--- config.mk ---
export PLATFORM = sky130hd
export DESIGN_NAME = acc_alu_pipe
export DESIGN_NICKNAME = d
export VERILOG_FILES = /design/src/rtl/acc_alu_pipe.sv
export SDC_FILE = /design/constraint.sdc
export NUM_CORES = 1
export LEC_CHECK = 0
export BUFFER_PORTS_ARGS = -buffer_cell sky130_fd_sc_hd__buf_2
export CAP_MARGIN = 40
export CORE_MARGIN = 1
export CORE_UTILIZATION = 56
export DETAILED_ROUTE_END_ITERATION = 10
export GPL_TIMING_DRIVEN = 0
export PLACE_DENSITY = 0.85
export SLEW_MARGIN = 10
export SYNTH_ARGS = -nofsm -noshare
export SYNTH_HDL_FRONTEND = slang
export SYNTH_SLANG_ARGS = --single-unit
--- constraint.sdc ---
create_clock -name clk -period 3.5 [get_ports clk]
set_clock_uncertainty 0.05 [all_clocks]
set_input_delay 0.35 -clock clk [delete_from_list [all_inputs] [get_ports clk]]
set_output_delay 0.35 -clock clk [all_outputs]
set_load 0.01 [all_outputs]
--- src/rtl/acc_alu_pipe.sv ---
// Registered add/sub/accumulate unit with valid/ready handshakes on both sides,
// a persistent accumulator with wrap or saturate modes, and an accepted-beat counter.
module acc_alu_pipe #(
   parameter int WIDTH     = 8,
   parameter int ACC_WIDTH = 16,
   parameter int CNT_WIDTH = 8
) (
   input  logic                 clk,
   input  logic                 rst,
   input  logic                 in_valid,
   output logic                 in_ready,
   input  logic [WIDTH-1:0]     in_a,
   input  logic [WIDTH-1:0]     in_b,
   input  logic [1:0]           in_mode,
   input  logic                 acc_clear,
   output logic                 out_valid,
   input  logic                 out_ready,
   output logic [ACC_WIDTH-1:0] out_data,
   output logic                 out_carry,
   output logic                 out_sat,
   output logic [ACC_WIDTH-1:0] acc_value,
   output logic [CNT_WIDTH-1:0] txn_count
);

   localparam int AW1 = ACC_WIDTH + 1;
   localparam logic [1:0] MODE_ADD = 2'd0;
   localparam logic [1:0] MODE_SUB = 2'd1;
   localparam logic [1:0] MODE_ACC = 2'd2;
   localparam logic [1:0] MODE_SAT = 2'd3;

   logic                 out_valid_q, out_valid_d;
   logic [ACC_WIDTH-1:0] out_data_q, out_data_d;
   logic                 out_carry_q, out_carry_d;
   logic                 out_sat_q, out_sat_d;
   logic [ACC_WIDTH-1:0] acc_q, acc_d;
   logic [CNT_WIDTH-1:0] txn_q, txn_d;

   logic                 accept;
   logic [WIDTH:0]       add_s;
   logic [WIDTH-1:0]     sub_d;
   logic [ACC_WIDTH-1:0] acc_base;
   logic [ACC_WIDTH:0]   acc_sum;
   logic [ACC_WIDTH-1:0] res_data;
   logic                 res_carry;
   logic                 res_sat;

   always_comb begin
      // Single result register: a new beat may enter whenever the current one leaves.
      in_ready  = !rst && (!out_valid_q || out_ready);
      accept    = in_valid && in_ready;
      add_s     = {1'b0, in_a} + {1'b0, in_b};
      sub_d     = in_a - in_b;
      acc_base  = acc_clear ? '0 : acc_q;
      acc_sum   = AW1'(acc_base) + AW1'(in_a);

      res_data  = out_data_q;
      res_carry = 1'b0;
      res_sat   = 1'b0;
      case (in_mode)
         MODE_ADD: begin
            res_data  = ACC_WIDTH'(add_s);
            res_carry = add_s[WIDTH];
         end
         MODE_SUB: begin
            res_data  = ACC_WIDTH'(sub_d);
            res_carry = (in_a < in_b);
         end
         MODE_ACC: begin
            res_data  = acc_sum[ACC_WIDTH-1:0];
            res_carry = acc_sum[ACC_WIDTH];
         end
         MODE_SAT: begin
            if (acc_sum[ACC_WIDTH]) begin
               res_data = '1;
               res_sat  = 1'b1;
            end else begin
               res_data = acc_sum[ACC_WIDTH-1:0];
            end
         end
         default: ;
      endcase

      out_valid_d = out_valid_q;
      out_data_d  = out_data_q;
      out_carry_d = out_carry_q;
      out_sat_d   = out_sat_q;
      if (accept) begin
         out_valid_d = 1'b1;
         out_data_d  = res_data;
         out_carry_d = res_carry;
         out_sat_d   = res_sat;
      end else if (out_ready) begin
         out_valid_d = 1'b0;
      end

      // A clear still applies when the accepted beat is ADD/SUB.
      acc_d = acc_q;
      if (accept && in_mode[1]) begin
         acc_d = res_data;
      end else if (acc_clear) begin
         acc_d = '0;
      end

      txn_d = txn_q + CNT_WIDTH'(accept);
   end

   always_ff @(posedge clk or posedge rst) begin
      if (rst) begin
         out_valid_q <= 1'b0;
         out_data_q  <= '0;
         out_carry_q <= 1'b0;
         out_sat_q   <= 1'b0;
         acc_q       <= '0;
         txn_q       <= '0;
      end else begin
         out_valid_q <= out_valid_d;
         out_data_q  <= out_data_d;
         out_carry_q <= out_carry_d;
         out_sat_q   <= out_sat_d;
         acc_q       <= acc_d;
         txn_q       <= txn_d;
      end
   end

   assign out_valid = out_valid_q;
   assign out_data  = out_data_q;
   assign out_carry = out_carry_q;
   assign out_sat   = out_sat_q;
   assign acc_value = acc_q;
   assign txn_count = txn_q;

endmodule

==> results_dict.tcl <==
set metrics [dict create \
    hp-class "in -> reg" \
    post-cts-setup-buffers 0 \
    synth_top_area_share_pct 33.0 \
    slew_viol_final 0 \
    cellLeakagePower_uw 0.00182 \
    cts_tree "built" \
    groute.usage.overall_pct 28.6 \
    dp_cells 521 \
    yosys_register_bits 43 \
    layout.nets 509 \
    synth.cell_area_sq_mm 0.00326 \
    synth.distinct_cells 57 \
    fp.dieW_microns 78.3 \
    combPwrFrac_pct 30.9 \
    worst_pin_slew_ns 0.704 \
    syn-mean-instance-area_sq_um 8.53 \
    ir_worst_vdd_uv 234 \
    synth_area_leaders "dfrtp_1 33%, ha_1 10%, nand2_1 5.1%, o21ai_0 4.1%, nor2_1 3.5%" \
    fillers 467 \
    fp.dieArea_sq_mm 0.00613 \
    synth_fp_nets 434 \
    ctsRootBufferMaster "clkbuf_8" \
    switchingPower_uw 469 \
    hold_viol 0 \
    grt_pass1_wl_mm 13.7 \
    cap_violations 0 \
    synth_top_family_by_area "simple AND/OR/NAND/NOR gates" \
    via_per_inst 6.01 \
    via_count 3184 \
    syn_to_final_growth_pct 16.4 \
    seq_area_frac_synth_pct 33.0 \
    crit_path_end_kind "register" \
    cp_max_fo 10 \
    rows 27 \
    powerDensity_mw_per_mm2 353 \
    antennaDiodeCount 0 \
    yosys_warnings 0 \
    synth_compound_area_share_pct 20.0 \
    synth-main-ff-cell "dfrtp_1" \
    cts.sinks 43 \
    gp_congestion 0.914 \
    p_clk_share_pct 23.6 \
    fin_tns_setup_ns 0 \
    swShare_pct 35.0 \
    cp.arrival_ns 3.32 \
    synthArstFlopShare_pct 100 \
    die_h_microns 78.3 \
    drt_first_pass_iters 5 \
    instances_no_fill 530 \
    grt_pass1_vias 2970 \
    dp_hpwl_mm 6.56 \
    io_buffers 66 \
    synthMostInstantiatedCell "nand2_1" \
    antenna_found_initial 0 \
    drc_errors 0 \
    synth_cells 382 \
    status "finished clean" \
    synth-xor-area-share_pct 5.11 \
    p_int_uw 870 \
    synthSimpleGateAreaFrac_pct 22.2 \
    synth_commonest_cells "44 x nand2_1, 43 x dfrtp_1, 30 x nor2_1" \
    synth-adder-area-share_pct 11.8 \
    core_sq_mm 0.00554 \
    rsz0062_at_grt "no" \
    yosysTopAreaCell "dfrtp_1" \
    setup_viol 0 \
    post-route-min-period_ns 3.19 \
    initial_core_util_pct 58.8 \
    grt_overflow_total 0 \
    drt-total-wl_mm 8.42 \
    grt_max_degree 37 \
    synth_mux_area_share_pct 3.07 \
    fin_crit_sh_pct 91.1 \
    drtIter0Drc 249 \
    drive_gt1_share_pct 18.8 \
    crit_path_start_kind "input port" \
    ant_nets 0 \
    slew_headroom_pct 52.5 \
    cp.required_ns 3.64 \
    wl_per_cell_microns 15.9 \
    io_pins 67 \
    fmax_mhz 314 \
    synth_edf_count 0 \
    numCtsBuffers 5 \
    r2r_setup_slack_ns 0.44 \
    crit_type "in -> reg" \
    ctsLongestPathBuffers 2 \
    htree_levels 2 \
    cts.clk_slew.worst_paths_ns 0.08 \
    power_frac_seq_pct 45.4 \
    worstSkewPairLatency_ns 0.30 \
]
## registers in the layout, summed over array words and instances (netlist names)
register   flops
acc_value     16
out_data      16
txn_count      8
out_carry      1
out_sat        1
out_valid      1
## power groups by stage
stage	Sequential, uW	Combinational, uW	Clock [uW]
floorplan	642	230	0
global placement	614	395	0
detailed placement	619	411	0
CTS	609	413	316
global route	618	458	334
finish	609	414	316
## cell type report
| class | instances | area, sq um | area share (%) |
|---|---|---|---|
| tap | 72 | 90.1 | 2.37 |
| clock buffer | 6 | 72.6 | 1.91 |
| inverter | 22 | 82.6 | 2.18 |
| timing repair buffer | 68 | 360 | 9.50 |
| clock inverter | 2 | 12.5 | 0.330 |
| sequential | 43 | 1080 | 28.4 |
| multi-input combinational | 303 | 2030 | 53.4 |
| buffer | 14 | 73.8 | 1.95 |
## logic make-up after synthesis
logic type,Yosys count
AND/OR/NAND/NOR,146
AO/OA/AOI/OAI,99
buffers and inverters,36
XOR/XNOR,19
multiplexers,10
adder cells (fa/ha/maj),29
flip-flops,43
## repair_timing
action	CTS	global route
endpoints found under the hold margin	7	0
resized for setup	0	0
hold buffers	1	0
setup endpoints to repair	0	0
## worst max-delay path: stages
cell and delay (ns):
buf_2 0.13, clkbuf_1 0.25, inv_1 0.30, nand2_1 0.18
fa_1 0.46, nand2b_1 0.21, a2111o_1 0.45, a21boi_4 0.27
and2_1 0.18, buf_6 0.14, a211oi_1 0.09, o311ai_1 0.30
## per-layer routing
layer	track usage [%]	up-vias	part of all wire, %
met5	0	-	0
met4	10.4	0	1.9
met3	4.19	16	7.8
met2	48.6	158	47
met1	36.9	1503	43
li1	-	1507	-
## final timing paths
kind / to / startpoint / cells past startpoint
worst max-delay path: out_data[4] / acc_clear / 12
worst min-delay path: out_valid / out_ready / 3
worst max register to register: out_data[4] / acc_value[0] / 11
worst min register to register: txn_count[7] / txn_count[7] / 1
max in group asynchronous: acc_value[15] / rst / 4
min in group asynchronous: txn_count[1] / rst / 3
## per-stage QoR
stage	power (uW)	utilization, %	worst slack, ns	hold WS, ns	area (sq um)
after detailed placement	1030	66.8	0.121	0.236	3700
final	1340	68.5	0.313	0.394	3790
after CTS	1340	68.5	0.401	0.398	3790
after floorplan	872	-	0.678	0.457	3260
after global routing	1410	68.5	0.122	0.409	3790
after global placement	1010	66.4	0.174	0.397	3680
## placed cells by master (no fill, tap or decap), types with 8 or more instances in the layout
cell	netlist	final
nor2b_1	14	14
xnor2_1	12	12
o21ai_0	27	27
buf_2	2	68
mux2i_1	10	10
nor3_1	16	16
inv_1	21	20
a21oi_1	21	21
nand2_1	44	44
nand3_1	8	8
dfrtp_1	43	43
clkbuf_1	9	10
nor2_1	30	30
ha_1	26	26
(Power assumes the default switching activity.)
